**src/rtl/ram_fifo_pkg.sv**
```systemverilog
// Shared types and width helpers for the RAM-backed FIFO controller.
package ram_fifo_pkg;

  function automatic int ptr_w(input int depth);
    return $clog2(depth);
  endfunction

  function automatic int cnt_w(input int depth);
    return $clog2(depth + 1);
  endfunction

  typedef enum logic {
    WRITE  = 1'b0,
    REFILL = 1'b1
  } mode_e;

endpackage

```
**src/rtl/ram_fifo_ptr.sv**
```systemverilog
// Wrapping RAM pointer: counts 0..DEPTH-1 and returns to 0, independent of powers of two.
module ram_fifo_ptr
  import ram_fifo_pkg::*;
#(
  parameter int DEPTH = 8
) (
  input  logic                      clk,
  input  logic                      rst,
  input  logic                      clr,
  input  logic                      inc,
  output logic [ptr_w(DEPTH)-1:0]   ptr
);

  localparam int PW = ptr_w(DEPTH);

  always_ff @(posedge clk or posedge rst) begin
    if (rst) begin
      ptr <= '0;
    end else if (clr) begin
      ptr <= '0;
    end else if (inc) begin
      ptr <= (ptr == PW'(DEPTH - 1)) ? '0 : ptr + 1'b1;
    end
  end

endmodule

```
**src/rtl/ram_fifo_ctrl.sv**
```systemverilog
// Valid/ready FIFO over a single-port sync-write/async-read RAM with a registered head word.
// Optional occupancy output enabled by defining RAM_FIFO_LEVEL_EN.
//
//   mode   | meaning
//   WRITE  | head register loaded or RAM empty; accept pushes, RAM addressed by wr_ptr
//   REFILL | head empty but RAM holds words; read rd_ptr into the head, stall input
module ram_fifo_ctrl
  import ram_fifo_pkg::*;
#(
  parameter int DEPTH = 8,
  parameter int WIDTH = 32
) (
  input  logic                       clk,
  input  logic                       rst,
  input  logic                       in_valid,
  output logic                       in_ready,
  input  logic [WIDTH-1:0]           in_data,
  output logic                       out_valid,
  input  logic                       out_ready,
  output logic [WIDTH-1:0]           out_data,
  output logic                       ram_we,
  output logic [$clog2(DEPTH)-1:0]   ram_a,
  output logic [WIDTH-1:0]           ram_wd,
  input  logic [WIDTH-1:0]           ram_rd
`ifdef RAM_FIFO_LEVEL_EN
  ,
  output logic [$clog2(DEPTH+2)-1:0] level
`endif
);

  localparam int PW = ptr_w(DEPTH);
  localparam int CW = cnt_w(DEPTH);

  logic [PW-1:0]    wr_ptr;
  logic [PW-1:0]    rd_ptr;
  logic [CW-1:0]    ram_cnt;
  logic [CW-1:0]    ram_cnt_nxt;
  logic             out_valid_nxt;
  logic [WIDTH-1:0] out_data_nxt;
  logic             push;
  logic             pop;
  logic             bypass;
  logic             wr_inc;
  logic             rd_inc;
  mode_e            mode;

  always_comb begin
    mode = (!out_valid && (ram_cnt != '0)) ? REFILL : WRITE;
  end

  always_comb begin
    in_ready      = 1'b0;
    ram_we        = 1'b0;
    ram_a         = wr_ptr;
    push          = 1'b0;
    pop           = 1'b0;
    bypass        = 1'b0;
    wr_inc        = 1'b0;
    rd_inc        = 1'b0;
    ram_cnt_nxt   = ram_cnt;
    out_valid_nxt = out_valid;
    out_data_nxt  = out_data;
    case (mode)
      REFILL: begin
        ram_a         = rd_ptr;
        rd_inc        = 1'b1;
        ram_cnt_nxt   = ram_cnt - 1'b1;
        out_valid_nxt = 1'b1;
        out_data_nxt  = ram_rd;
      end
      default: begin
        // in_ready depends on registered state only, so out_ready never reaches it
        in_ready = !rst && ((ram_cnt < CW'(DEPTH)) || ((ram_cnt == '0) && !out_valid));
        push     = in_valid && in_ready;
        pop      = out_valid && out_ready;
        bypass   = push && (ram_cnt == '0) && (!out_valid || pop);
        if (bypass) begin
          out_valid_nxt = 1'b1;
          out_data_nxt  = in_data;
        end else begin
          if (pop) begin
            out_valid_nxt = 1'b0;
          end
          if (push) begin
            ram_we      = 1'b1;
            wr_inc      = 1'b1;
            ram_cnt_nxt = ram_cnt + 1'b1;
          end
        end
      end
    endcase
  end

  assign ram_wd = in_data;

  always_ff @(posedge clk or posedge rst) begin
    if (rst) begin
      ram_cnt   <= '0;
      out_valid <= 1'b0;
      out_data  <= '0;
    end else begin
      ram_cnt   <= ram_cnt_nxt;
      out_valid <= out_valid_nxt;
      out_data  <= out_data_nxt;
    end
  end

  ram_fifo_ptr #(.DEPTH(DEPTH)) u_wr_ptr (
    .clk (clk),
    .rst (rst),
    .clr (1'b0),
    .inc (wr_inc),
    .ptr (wr_ptr)
  );

  ram_fifo_ptr #(.DEPTH(DEPTH)) u_rd_ptr (
    .clk (clk),
    .rst (rst),
    .clr (1'b0),
    .inc (rd_inc),
    .ptr (rd_ptr)
  );

`ifdef RAM_FIFO_LEVEL_EN
  localparam int LW = $clog2(DEPTH + 2);

  always_ff @(posedge clk or posedge rst) begin
    if (rst) begin
      level <= '0;
    end else begin
      level <= LW'(ram_cnt_nxt) + LW'(out_valid_nxt);
    end
  end
`endif

endmodule

```
**config.mk**
```make
export PLATFORM = sky130hd
export DESIGN_NAME = ram_fifo_ctrl
export DESIGN_NICKNAME = d
export VERILOG_FILES = /design/src/rtl/ram_fifo_pkg.sv /design/src/rtl/ram_fifo_ptr.sv /design/src/rtl/ram_fifo_ctrl.sv
export SDC_FILE = /design/constraint.sdc
export NUM_CORES = 1
export LEC_CHECK = 0
export CAP_MARGIN = 20
export CELL_PAD_IN_SITES_DETAIL_PLACEMENT = 1
export CELL_PAD_IN_SITES_GLOBAL_PLACEMENT = 2
export CORE_ASPECT_RATIO = 1.75
export CORE_MARGIN = 10
export CORE_UTILIZATION = 19
export CTS_CLUSTER_SIZE = 20
export DETAILED_ROUTE_END_ITERATION = 10
export PLACE_DENSITY_LB_ADDON = 0.1
export SETUP_SLACK_MARGIN = 0.05
export SKIP_LAST_GASP = 1
export SLEW_MARGIN = 20
export SYNTH_ARGS = -nofsm -noshare
export SYNTH_HDL_FRONTEND = slang
export SYNTH_HIERARCHICAL = 1
export SYNTH_SLANG_ARGS = --single-unit
```
**constraint.sdc**
```tcl
create_clock -name clk -period 2.5 [get_ports clk]
set_clock_uncertainty 0.15 [all_clocks]
set_input_delay 0.5 -clock clk [delete_from_list [all_inputs] [get_ports clk]]
set_output_delay 0.5 -clock clk [all_outputs]
set_load 0.02 [all_outputs]
```
After elaboration in Yosys (flattened, before gate mapping)
Cells that the tools add are included.
{"block": "classes", "add_sub_neg": 4, "n_lt_le_gt_ge": 1, "n_eq_ne": 3, "n_mux": 17, "n_reduce_logical": 17}
{"operator": "2-to-1 mux 32 bit", "count": 2}
{"operator": "2-to-1 mux 4 bit", "count": 3}
{"operator": "2-to-1 mux 1 bit", "count": 9}
{"operator": "2-to-1 mux 3 bit", "count": 3}
{"operator": "logical AND 1 bit", "count": 7}
{"operator": "adder 3 x 1 -> 3 bit (second input constant)", "count": 2}
{"operator": "equality test 3 bit (second input constant)", "count": 2}
{"operator": "adder 4 x 1 -> 4 bit (second input constant)", "count": 1}
{"operator": "logical NOT 4 bit", "count": 1}
{"operator": "less-than comparator 4 bit (second input constant)", "count": 1}
{"operator": "nonzero test 2 bit", "count": 2}
{"operator": "nonzero test 4 bit", "count": 1}
{"operator": "subtractor 4 x 1 -> 4 bit (second input constant)", "count": 1}
{"operator": "nonzero test 3 bit", "count": 1}
{"operator": "logical NOT 1 bit", "count": 2}
{"operator": "logical OR 1 bit", "count": 2}
{"operator": "!= test 2 bit (second input constant)", "count": 1}
{"operator": "AND reduction 2 bit", "count": 1}
{"block": "word_totals", "ff_bits": 43, "in_bits": 68, "out_inout_bits": 70, "elab_cells": 47}

Logic depth before layout (Yosys ltp)
{"block": "depth", "word_depth": 9, "mapped_depth": 8, "mapped_depth_nobuf": 8}

By module
The synthesis kept the hierarchy.
{"mod": "ram_fifo_ctrl", "instances": 1, "cells_per_inst": 219, "area_per_inst_um2": 2134.5, "seq_area_each_um2": 925.9}
{"mod": "ram_fifo_ptr", "instances": 2, "cells_per_inst": 13, "area_per_inst_um2": 155.1, "seq_area_each_um2": 75.1}

Least setup slack after synthesis
OpenSTA, ideal clock, no wires.
{"block": "synth_timing", "path_kind": "in2reg", "startpoint": "input rst", "endpoint": "register u_wr_ptr.ptr[0]", "setup_time_ns": 0.073, "arrival_time_ns": 2.408, "t_required_ns": 2.277, "path_slack_ns": -0.131, "stages": 5, "n_path_buf": 1, "path_cell_list": "or3b_1 -> buf_2 -> a211oi_1 -> or3b_1 -> a21oi_2"}
{"block": "synth_via", "elab_chain_len": 7, "word_cells_on_any_way": 8, "classes_between": "mux (3); reduce/logical (5)"}
{"item": "start, declared", "line": "ram_fifo_ctrl.sv:14", "text": "input logic rst,"}
{"item": "logical NOT 1 bit (no line) *"}
{"item": "logical AND 1 bit *", "line": "ram_fifo_ctrl.sv:73", "text": "in_ready = !rst && ((ram_cnt < CW'(DEPTH)) || ((ram_cnt == '0) && !out_valid));"}
{"item": "logical AND 1 bit *", "line": "ram_fifo_ctrl.sv:74", "text": "push = in_valid && in_ready;"}
{"item": "logical AND 1 bit (2 in series)", "line": "ram_fifo_ctrl.sv:76", "text": "bypass = push && (ram_cnt == '0) && (!out_valid || pop);"}
{"item": "2-to-1 mux 1 bit * (2 in series)"}
{"item": "named net ram_we", "line": "ram_fifo_ctrl.sv:21", "text": "output logic ram_we,"}
{"item": "end signal, assigned", "line": "ram_fifo_ptr.sv:22", "text": "ptr <= (ptr == PW'(DEPTH - 1)) ? '0 : ptr + 1'b1;"}
{"item": "end, declared", "line": "ram_fifo_ptr.sv:11", "text": "output logic [ptr_w(DEPTH)-1:0] ptr"}
The timed path passes the listed nets; every way through them passes the cells marked *.
A chain may end at the register's enable or synchronous reset.

Worst setup path after layout
{"block": "layout_timing", "startpoint": "input in_valid", "endpoint": "output ram_we"}
{"block": "layout_via", "elab_chain_len": 5, "word_cells_on_any_way": 6, "classes_between": "mux (3); reduce/logical (3)"}
{"item": "start, declared", "line": "ram_fifo_ctrl.sv:15", "text": "input logic in_valid,"}
{"item": "logical AND 1 bit *", "line": "ram_fifo_ctrl.sv:74"}
{"item": "logical AND 1 bit (2 in series)", "line": "ram_fifo_ctrl.sv:76"}
{"item": "2-to-1 mux 1 bit *", "line": "ram_fifo_ctrl.sv:77", "text": "if (bypass) begin"}
{"item": "2-to-1 mux 1 bit *", "line": "ram_fifo_ctrl.sv:63", "text": "case (mode)"}
{"item": "end, declared", "line": "ram_fifo_ctrl.sv:21"}
Every way passes the cells marked *; elsewhere a longest branch is shown, timed or not.

==> results.yml <==
timing:
  hold_viol_final: 0
  finalWorstSetupSlack_ns: 0.139
  whs_ns: 0.364
  grt_setup_unrepaired: "true"
  setup_viol: 0
  timing.final.crit_share_pct: 94.4
  fin_crit_ns: 2.36
  fmax_ghz: 0.424
  slew_viol_final: 0
global_routing:
  grt_start_max_net_pins: 38
  grt_antenna_before_repair: 0
  overflow: 0
  track_usage_pct: 9.81
  grt_pass1_vias: 2409
  grt_pass1_wl_um: 13700
floorplan:
  row_count: 54
  io_pins: 138
  initial_core_util_pct: 19.5
  die-height_um: 170
  dieArea_um2: 18000
  core_area_um2: 12600
  die_w_um: 106
clock_network:
  clk_pin_slew_ns: 0.06
  clk_latency_ns: 0.28
  numCtsBuffers: 5
  htreeDepth: 2
  root_buffer: "clkbuf_16"
  cts_buffer_depth: 2
  numClockSinks: 43
  cts_tree: "built"
min_path:
  holdPathEnd: "out_data[30]"
  min_path_type: "reg2reg"
  holdPathStages: 2
  hp-start: "out_data[30]"
outcome:
  outcome: "finished, final reports clean"
detailed_routing:
  via_per_inst: 4.00
  post_drt_wl_per_cell_um: 17.2
  drc_errors: 0
  drtPass1Iterations: 4
  drtIter0Drc: 29
  wl_um: 9320
  ant_nets: 0
  route.vias.total: 2169
cells_and_area:
  num-fill-cells: 1450
  areaGrowthSynthToFinish_pct: 70.5
  mostFrequentLayoutCells: "clkdlybuf4s50_1, dfrtp_1, inv_1, a21oi_2, o22ai_1"
  insertedDiodeCount: 0
  nets: 448
  final_common_cell: "clkdlybuf4s50_1"
  drive_gt1_share_pct: 21.4
flow_run:
  maxCapViolations: 0
worst_setup_path:
  cp_top_family: "buffers and inverters"
  ff2ff_setup_slack_ns: 0.15
  critical_path.max_stage_delay_ns: 0.45
  start_kind: "primary input"
  crit_arrival_ns: 1.71
  r2r_cells: 8
  cp_max_fo: 2
  crit_required_ns: 1.85
  path_class: "in2out"
  path_cells: "clkdlybuf4s50_1 -> or3b_1 -> a211oi_2 -> buf_4"
  crit_buf_inv: 2
  r2r-start: "ram_cnt[1]"
  crit_slowest_cell: "clkdlybuf4s50_1"
  critPathCaptureType: "output pin"
  reg2reg_to: "ram_cnt[1]"
  startpoint: "in_valid"
synth:
  yosys.area.top_type: "dfrtp_1"
  ys_warn_count: 6
  synth_area_leaders: "dfrtp_1, a21oi_2, buf_4, o22ai_1, inv_1"
  syn_inst: 245
  syn_area_um2: 2440
  yosysSeqAreaShare_pct: 44.0
  synth-seq-cells: 43
  synth.avg_cell_area_um2: 9.98
  synthDistinctLibCells: 30
  synth_top_area_share_pct: 44.0
placement:
  portBuffers: 137
  dp_slack_ns: -0.385
  routabilityCongestion: 0.676
  dp_hpwl_um: 7280
power_and_ir_drop:
  ir_drop_v: 0.000590
  p_leak_nw: 1.83
  p_per_area_nw_per_um2: 1190
## registers in the layout, indices dropped and copies added, names as in the netlist
signal,count
out_data,32
ram_cnt,4
u_rd_ptr/ptr,3
u_wr_ptr/ptr,3
out_valid,1
## report_power, final
group | total [mW] | switching, mW | internal [mW]
combinational | 3.10 | 1.61 | 1.50
sequential | 1.20 | 0.177 | 1.02
clock | 0.648 | 0.278 | 0.370
total | 4.95 | 2.06 | 2.89
## cells by family after synthesis
| logic type | synth area share (%) |
|---|---|
| multiplexers | 2.05 |
| adder cells (fa/ha/maj) | 3.89 |
| AO/OA/AOI/OAI | 23.1 |
| XOR/XNOR | 1.07 |
| flip-flops | 44.0 |
| other | 0.153 |
| AND/OR/NAND/NOR | 6.35 |
| buffers and inverters | 19.4 |
## layout make-up
type                    instances  area, um2  share of cell area, %
flip-flops and latches         43       1080                   25.8
well taps                     168        210                   5.04
inverters                      40        153                   3.66
clock buffers                   7        133                   3.18
multi-input cells             123        956                   22.9
clock inverters                 1       5.00                  0.120
repair buffers                160       1640                   39.2
## worst max path at each step
stage | endpoint | slack [ns] | cells past startpoint
global placement | ram_we | -0.38 | 4
floorplan | ram_cnt[1] | 0.15 | 8
detailed placement | ram_we | -0.38 | 4
global route | ram_cnt[3] | 0.03 | 9
CTS | ram_cnt[3] | 0.06 | 9
finish | ram_we | 0.14 | 4
## routing by layer
| metal | part of all wire [%] | GRT usage (%) | vias to the layer above |
|---|---|---|---|
| met5 | 0 | 0 | - |
| met4 | 1.2 | 3.02 | 0 |
| met3 | 6.0 | 3.18 | 5 |
| met2 | 56 | 18.5 | 74 |
| met1 | 37 | 9.87 | 1042 |
| li1 | - | - | 1048 |
## stage by stage
stage | power [mW] | std cells | cell area (um2) | setup TNS (ns) | util [%]
finish | 4.95 | 542 | 4170 | 0 | 33.2
global route | 5.33 | 542 | 4170 | 0 | 33.2
CTS | 4.92 | 540 | 4080 | 0 | 32.4
detailed placement | 4.22 | 532 | 3950 | -0.788 | 31.4
global placement | 4.17 | 532 | 3950 | -0.701 | 31.4
floorplan | 2.91 | 250 | 2470 | 0 | -
## Yosys cell counts
cell / count
inv_2: 1
inv_1: 39
and2_4: 1
nor2_1: 5
clkbuf_1: 3
ha_1: 6
xnor2_1: 3
buf_6: 4
or3b_1: 3
nand2b_1: 3
dfrtp_1: 43
buf_2: 4
a21o_1: 1
a22oi_1: 2
fa_1: 1
or4_1: 1
o22ai_1: 32
a21oi_1: 4
o2bb2ai_1: 1
nand3b_4: 1
nand2_1: 10
a211oi_1: 1
buf_4: 33
mux2i_1: 5
a22o_1: 2
o211ai_1: 1
conb_1: 1
nor3_1: 1
a21oi_2: 32
nor4_2: 1
## worst register-to-register path: stages, from the launching register on
cell	delay (ns)
dfrtp_1	0.37
or4_4	0.56
nand2_4	0.12
buf_4	0.16
buf_12	0.15
fa_1	0.41
inv_1	0.09
a22o_1	0.12
a22o_1	0.14
## what timing repair did
action	in CTS	in global routing
pin swaps	4	9
buffers inserted	0	2
resized for setup	25	16
hold buffers	0	0
cloned	0	1
setup endpoints to repair	7	5
Power figures use the tool's default switching activity.
